==> src/rtl/keypad_matrix_scan.sv <==
// Column-multiplexed keypad scanner: drives one column low at a time, reads pulled-up rows,
// classifies each full scan as none/one/multi and debounces across whole scans.
module keypad_matrix_scan #(
    parameter int COLS         = 4,
    parameter int ROWS         = 4,
    parameter int SETTLE       = 1024,
    parameter int STABLE_SCANS = 4
) (
    input  logic                           clk,
    input  logic                           rst,
    input  logic [ROWS-1:0]                row_in,
    output logic [COLS-1:0]                col_drv,
    output logic [$clog2(ROWS*COLS)-1:0]   key_code,
    output logic                           key_valid,
    output logic                           key_press,
    output logic                           key_release
);

    localparam int CW  = $clog2(ROWS*COLS);
    localparam int CLW = $clog2(COLS);
    localparam int RW  = $clog2(ROWS);
    localparam int DW  = $clog2(SETTLE);
    localparam int SW  = $clog2(STABLE_SCANS+1);

    typedef enum logic [1:0] {RES_NONE = 2'd0, RES_ONE = 2'd1, RES_MULTI = 2'd2} result_t;
    typedef enum logic {IDLE = 1'b0, HELD = 1'b1} state_t;

    logic [ROWS-1:0] row_meta_r;
    logic [ROWS-1:0] row_sync_r;
    logic [DW-1:0]   dwell_r;
    logic [CLW-1:0]  col_r;
    logic [CLW-1:0]  col_nxt_s;
    logic            sample_s;
    logic            scan_end_s;

    logic [1:0]      hit_cnt_r;
    logic [CW-1:0]   hit_code_r;
    logic [1:0]      col_cnt_s;
    logic [RW-1:0]   first_row_s;
    logic [2:0]      sum_s;
    logic [1:0]      total_s;
    logic [CW-1:0]   scan_code_s;
    result_t         scan_kind_s;

    result_t         prev_kind_r;
    logic [CW-1:0]   prev_code_r;
    logic [SW-1:0]   stable_cnt_r;
    logic [SW-1:0]   stable_nxt_s;
    logic            stable_full_s;

    state_t          state_r;
    state_t          state_nxt_s;
    logic [CW-1:0]   code_nxt_s;
    logic            valid_nxt_s;
    logic            press_nxt_s;
    logic            release_nxt_s;

    assign sample_s   = (dwell_r == DW'(SETTLE-1));
    assign scan_end_s = sample_s && (col_r == CLW'(COLS-1));
    assign col_nxt_s  = (col_r == CLW'(COLS-1)) ? CLW'(0) : col_r + CLW'(1);

    // Two-flop synchronizer; idle rows read as released.
    always_ff @(posedge clk or posedge rst) begin
        if (rst) begin
            row_meta_r <= {ROWS{1'b1}};
            row_sync_r <= {ROWS{1'b1}};
        end else begin
            row_meta_r <= row_in;
            row_sync_r <= row_meta_r;
        end
    end

    // Dwell counter and column drive sequencing.
    always_ff @(posedge clk or posedge rst) begin
        if (rst) begin
            dwell_r <= DW'(0);
            col_r   <= CLW'(0);
            col_drv <= ~(COLS'(1));
        end else if (sample_s) begin
            dwell_r <= DW'(0);
            col_r   <= col_nxt_s;
            col_drv <= ~(COLS'(1) << col_nxt_s);
        end else begin
            dwell_r <= dwell_r + DW'(1);
        end
    end

    // Classify the sampled column and fold it into this scan's running result.
    always_comb begin
        col_cnt_s   = 2'd0;
        first_row_s = RW'(0);
        for (int r = ROWS-1; r >= 0; r--) begin
            first_row_s = row_sync_r[r] ? first_row_s : RW'(r);
            if (!row_sync_r[r] && (col_cnt_s != 2'd2)) begin
                col_cnt_s = col_cnt_s + 2'd1;
            end else begin
                col_cnt_s = col_cnt_s;
            end
        end
        sum_s       = {1'b0, hit_cnt_r} + {1'b0, col_cnt_s};
        total_s     = (sum_s > 3'd2) ? 2'd2 : sum_s[1:0];
        // Earlier columns win; within this column the lowest row wins.
        scan_code_s = (hit_cnt_r == 2'd0) ? (CW'(first_row_s) * CW'(COLS) + CW'(col_r)) : hit_code_r;
        case (total_s)
            2'd0:    scan_kind_s = RES_NONE;
            2'd1:    scan_kind_s = RES_ONE;
            default: scan_kind_s = RES_MULTI;
        endcase
    end

    // Per-scan hit accumulator, cleared at each scan end.
    always_ff @(posedge clk or posedge rst) begin
        if (rst) begin
            hit_cnt_r  <= 2'd0;
            hit_code_r <= CW'(0);
        end else if (scan_end_s) begin
            hit_cnt_r  <= 2'd0;
            hit_code_r <= CW'(0);
        end else if (sample_s) begin
            hit_cnt_r  <= total_s;
            hit_code_r <= scan_code_s;
        end
    end

    // Stability count and FSM next state, only acted on at scan end.
    always_comb begin
        stable_nxt_s  = SW'(1);
        state_nxt_s   = state_r;
        code_nxt_s    = key_code;
        valid_nxt_s   = key_valid;
        press_nxt_s   = 1'b0;
        release_nxt_s = 1'b0;
        if (scan_kind_s == RES_MULTI) begin
            stable_nxt_s = SW'(0);
        end else if ((scan_kind_s == prev_kind_r) &&
                     ((scan_kind_s == RES_NONE) || (scan_code_s == prev_code_r))) begin
            stable_nxt_s = (stable_cnt_r == SW'(STABLE_SCANS)) ? stable_cnt_r : stable_cnt_r + SW'(1);
        end else begin
            stable_nxt_s = SW'(1);
        end
        stable_full_s = (stable_nxt_s == SW'(STABLE_SCANS));
        if (scan_end_s) begin
            case (state_r)
                IDLE: begin
                    if ((scan_kind_s == RES_ONE) && stable_full_s) begin
                        state_nxt_s = HELD;
                        code_nxt_s  = scan_code_s;
                        valid_nxt_s = 1'b1;
                        press_nxt_s = 1'b1;
                    end else begin
                        state_nxt_s = IDLE;
                    end
                end
                HELD: begin
                    // A different single key while held is ignored until release.
                    if ((scan_kind_s == RES_NONE) && stable_full_s) begin
                        state_nxt_s   = IDLE;
                        valid_nxt_s   = 1'b0;
                        release_nxt_s = 1'b1;
                    end else begin
                        state_nxt_s = HELD;
                    end
                end
                default: begin
                    state_nxt_s = IDLE;
                    valid_nxt_s = 1'b0;
                end
            endcase
        end else begin
            state_nxt_s = state_r;
        end
    end

    // Previous scan result and stability counter.
    always_ff @(posedge clk or posedge rst) begin
        if (rst) begin
            prev_kind_r  <= RES_NONE;
            prev_code_r  <= CW'(0);
            stable_cnt_r <= SW'(0);
        end else if (scan_end_s) begin
            prev_kind_r  <= scan_kind_s;
            prev_code_r  <= scan_code_s;
            stable_cnt_r <= stable_nxt_s;
        end
    end

    // FSM state and registered key outputs.
    always_ff @(posedge clk or posedge rst) begin
        if (rst) begin
            state_r     <= IDLE;
            key_code    <= CW'(0);
            key_valid   <= 1'b0;
            key_press   <= 1'b0;
            key_release <= 1'b0;
        end else begin
            state_r     <= state_nxt_s;
            key_code    <= code_nxt_s;
            key_valid   <= valid_nxt_s;
            key_press   <= press_nxt_s;
            key_release <= release_nxt_s;
        end
    end

endmodule

==> config.mk <==
export PLATFORM = sky130hd
export DESIGN_NAME = keypad_matrix_scan
export DESIGN_NICKNAME = d
export VERILOG_FILES = /design/src/rtl/keypad_matrix_scan.sv
export SDC_FILE = /design/constraint.sdc
export NUM_CORES = 1
export LEC_CHECK = 0
export BUFFER_PORTS_ARGS = -buffer_cell sky130_fd_sc_hd__buf_2
export CAP_MARGIN = 20
export CORE_AREA = 10 10 84 86
export CTS_BUF_LIST = sky130_fd_sc_hd__clkbuf_2
export DETAILED_ROUTE_END_ITERATION = 8
export DIE_AREA = 0 0 94 96
export REMOVE_ABC_BUFFERS = 1
export SETUP_SLACK_MARGIN = 0.2
export SLEW_MARGIN = 20
export SYNTH_ARGS = -nofsm -noshare
export SYNTH_HDL_FRONTEND = slang
export SYNTH_SLANG_ARGS = --single-unit
export TNS_END_PERCENT = 10
==> constraint.sdc <==
create_clock -name clk -period 3.31 [get_ports clk]
set_input_delay 0.4965 -clock clk [delete_from_list [all_inputs] [get_ports clk]]
set_output_delay 0.4965 -clock clk [all_outputs]
set_load 0.02 [all_outputs]
**Word level (Yosys, flattened, before mapping)**

Index checks and enable logic that the tools add are counted.

- Word-level logic and storage cells: 89
- Flip-flop bits (word level): 47
- Output and inout port bits: 11
- Input bits: 6

- Bitwise operators: 2
- Shift-type cells: 1
- Order comparisons: 1
- Multiplexer cells: 31
- Add/subtract/negate cells: 8
- Reduce and logical (&&, ||, !) cells: 17
- Equality and inequality tests: 14

Operators with widths:

| operator | count |
|---|---|
| $mux 2 | 11 |
| $mux 4 | 3 |
| $add 10x1->10 const B | 1 |
| $eq 10x10->1 const B | 1 |
| $mux 1 | 10 |
| $mux 10 | 1 |
| $mux 3 | 3 |
| $add 2x1->2 const B | 4 |
| $ne 2x2->1 const B | 4 |
| $logic_and 1x1->1 | 7 |
| $eq 3x3->1 const B | 2 |
| $logic_not 2->1 | 3 |
| $reduce_and 3->1 | 2 |
| $add 4x2->4 | 1 |
| $eq 2x1->1 const B | 2 |
| $eq 2x2->1 const B | 2 |
| $eq 4x4->1 | 1 |
| $not 4->4 | 1 |
| $pmux 1 s2 | 2 |
| $pmux 2 s2 | 1 |
| $shl 1x2->4 const A | 1 |
| $add 2x2->3 | 1 |
| $add 3x1->3 const B | 1 |
| $gt 3x2->1 const B | 1 |
| other kinds (6) | 8 |

**Longest topological paths before layout**

- Word-level depth: 25
- Depth in mapped cells: 15
- Depth with buffers taken out: 15

**Least setup slack after synthesis**

OpenSTA, ideal clock, no wires.

- Path kind: flip-flop to flip-flop
- Start point: reg row_sync_r[2]
- End point: reg key_code[0]
- Required time: 3231 ps
- Cell stages (with the launch flop): 15
- Slack: 72 ps
- Path buffers: 0
- Arrival: 3158 ps
- Cells stage by stage: dfstp_2 inv_1 ha_1 nor2_1 xnor2_1 ha_1 nor2_1 xnor2_1 ha_1 inv_1 fa_1 and2_1 nand2_1 nor4b_4 mux2i_1

- Word-level cells in the longest chain between the ends: 22

Ends and longest elaborated chain:

| element | line | text |
|---|---|---|
| start, declared | 29 | `logic [ROWS-1:0] row_sync_r;` |
| start signal, assigned | 66 | `row_sync_r <= {ROWS{1'b1}};` |
| start signal, assigned | 69 | `row_sync_r <= row_meta_r;` |
| branches (longest 20 deep; another with $add 2x2->3) | -- |  |
| $logic_and 1x1->1 * | 145 | `if ((scan_kind_s == RES_ONE) && stable_full_s) begin` |
| $reduce_and 3->1 (no source line) * | -- |  |
| end signal, assigned | 197 | `key_code <= code_nxt_s;` |
| end, declared | 13 | `output logic [$clog2(ROWS*COLS)-1:0] key_code,` |

Every way passes the cells marked *.
A chain may end at the register's enable or synchronous reset.

**Worst setup path after layout**

- Start point: reg row_sync_r[3]
- End point: reg key_code[3]

- Word-level cells in the longest chain between the ends: 23

Ends and longest elaborated chain:

| element |
|---|
| branches (longest 23 deep; another with $add 2x2->3) |

Parallel ways; which one is timed is not known.

==> run summary <==
worst-path fanout max: 4
Yosys top cell area share: 0.382
Overflow after GRT: 0
Routed Antenna Nets: 0
placed insts: 306
cells after synthesis: 215
area added between synthesis and finish: 16.9%
DP Worst Slack: -53.7 ps
CTS root buffer: clkbuf_2
CTS tree: yes
Die H: 96 um
clock-pin slew on the worst setup and hold paths: 220 ps
Slew Limit Fails: 0
count of input and output buffers: 16
Power Density: 394 nW/um^2
fin crit period: 3120 ps
FF-to-FF End: key_code[3]
Hold Vio Cnt, Final: 0
RSZ-0062 raised after global routing: yes
clock sinks: 47
cell taking the most area after synthesis: dfrtp_1
Layout Cells excl Fill: 319
Leak: 1.30 nW
DRC: 0
max cap viols: 0
CP Launch Point: row_sync_r[3]
Routed WL per cell: 13.0 um
combinational fraction of design power: 0.101
worst skew pair latency: 420 ps
first-pass GRT wire length: 7.20 mm
dpl hpwl: 2.87 mm
prevailing post-synth register cell: dfrtp_1
Setup WS post-layout: 191 ps
Final Setup Violations: 0
core box area: 5410 sq um
Switching Share: 0.222
Internal: 844 uW
Initial Utilization: 0.437
slew margin rel.: 0.370
Total Nets Final: 268
CP arrival: 3470 ps
clock share of power: 0.357
Min-Delay Endpoint: row_meta_r[2]
Worst Hold Launch: row_in[2]
HP Class: in2reg
final wirelength: 4.15 mm
Synth area leaders: dfrtp_1 (38%), dfstp_2 (12%), ha_1 (8.0%)
H-tree levels: 2
pin count of the biggest net entering global routing: 48
die width: 94 um
drt first-iter violations: 65
Worst Skew: 23.4 ps
DR vias: 1564
critical path class: reg2reg
Worst-Margin Slew: 944 ps
TritonCTS buffer count: 5
ant diodes: 0
CTS Hold Bufs: 0
Post-synth ARST share: 1.00
Yosys reg bits: 47
IO Pins: 17
drt pass-1 iters: 4
# rows: 27
Die Area: 9020 sq um
Sw Pwr: 241 uW
WHS Path Cells: 1
Via density: 4.90
Clock Tree Buf Depth: 2
routability cong.: 0.765
Mapped Area: 2360 sq um
Filler Cell Count: 521
share of layout cells above drive strength 1: 0.279
peak supply drop: 0.253 mV
GRT Total Usage: 0.100
Post-synth EDFFs: 0
Distinct cells, synth: 44
initial antenna violation count: 0
Worst Setup Start Kind: register
Worst Setup End Kind: register
outcome: finished, final reports clean
syn avg cell area: 11.0 sq um
Reg2Reg Depth: 16
Seq/Total Area, Yosys: 0.504
Final Cycle Share: 0.942
Reg power frac: 0.542
Reg-to-Reg Start: row_sync_r[3]
vias in the first global route: 1529
Yosys warning count: 0
Worst R2R Setup Slack: 190 ps
f_max: 321 MHz
Data required, critical path: 3660 ps
routing by layer:
layer	vias up	wire length [um]	track usage
li1	796	-	-
met1	744	2000	0.127
met2	19	1930	0.160
met3	5	154	0.0280
met4	0	59	0.0380
met5	-	0	0
worst max-delay path, cell delays in order (launching register included):
cell and delay [ps]:
dfstp_2 600, inv_4 50, ha_4 160, nor2_4 170, nor2_2 50, a21oi_2 120
ha_2 190, nor2_2 40, xnor2_1 170, ha_2 180, inv_1 40, fa_1 470
and2_4 150, nand2_4 50, nor4b_4 250, buf_6 170, mux2i_1 180
worst max-delay path by stage:
stage	to	slack, ps	depth (start not counted)
after detailed placement	key_code[0]	-50	15
after floorplan	key_code[0]	70	14
final	key_code[3]	190	16
after global routing	key_code[3]	-2	16
after CTS	key_code[3]	160	16
after global placement	key_code[1]	70	15
stage by stage:
stage,hold slack [ps],cell area (sq um),setup TNS (ps),power [mW],utilization
after floorplan,345,2330,0,0.652,-
after CTS,117,2750,0,1.10,0.508
after detailed placement,347,2560,-195,0.688,0.474
final,150,2760,0,1.09,0.510
after global placement,345,2560,0,0.686,0.474
after global routing,70.1,2760,-3.45,1.14,0.510
repair_timing:
item | 4_1_cts | 5_1_grt
gates cloned | 0 | 0
pin swaps | 7 | 4
endpoints found under the hold margin | 0 | 0
gates resized for setup | 17 | 1
endpoints found under the setup margin | 10 | 8
setup buffers | 4 | 1
power by group through the flow:
stage | Sequential, mW | Combinational (mW) | Clock (mW)
2_1_floorplan | 0.597 | 0.0559 | 0
3_3_place_gp | 0.597 | 0.0892 | 0
3_5_place_dp | 0.597 | 0.0905 | 0
4_1_cts | 0.589 | 0.110 | 0.403
5_1_grt | 0.590 | 0.120 | 0.428
6_report | 0.589 | 0.109 | 0.388
cell usage in the layout (no fill, tap or decap), drive strengths merged, types with 5 or more instances in the layout:
cell    instances
nand3b          5
ha             15
nand2          15
inv            18
dfstp          11
dfrtp          36
clkbuf          6
buf            29
xor2           11
nor2           18
o21ai          13
mux2i           8
nand3           5
a21oi          10
xnor2           5
registers in the layout, summed over array words and instances (netlist names):
signal        flops
key_valid         1
hit_cnt_r         2
hit_code_r        4
key_press         1
row_sync_r        4
prev_kind_r       2
key_code          4
col_drv           4
row_meta_r        4
state_r           1
dwell_r          10
key_release       1
prev_code_r       4
col_r             2
stable_cnt_r      3
final cells by class:
class | count | area (sq um) | share of cell area
clock buffers | 6 | 30.0 | 0.0109
clock inverters | 2 | 60.1 | 0.0218
inverters | 18 | 70.1 | 0.0254
multi-input cells | 145 | 1140 | 0.412
flip-flops and latches | 47 | 1190 | 0.431
well taps | 72 | 90.1 | 0.0327
repair buffers | 29 | 181 | 0.0658
cell families after synthesis:
| kind of cell | count (synthesis) | synth area share |
|---|---|---|
| muxes | 8 | 0.0339 |
| xor gates and xnor gates | 16 | 0.0594 |
| DFF | 47 | 0.504 |
| buffers and inverters | 23 | 0.0414 |
| adders and majority gates | 16 | 0.0880 |
| AOI/OAI and AO/OA | 38 | 0.107 |
| and+or+nand+nor | 67 | 0.166 |
cells in the mapped netlist, drive strengths merged (5+ instances only):
library cell  count
a21oi            10
dfrtp            36
dfstp            11
ha               15
inv              18
mux2i             8
nand2            15
nand3             5
nand3b            5
nor2             18
o21ai            13
xnor2             5
xor2             11
(Power assumes the default switching activity.)
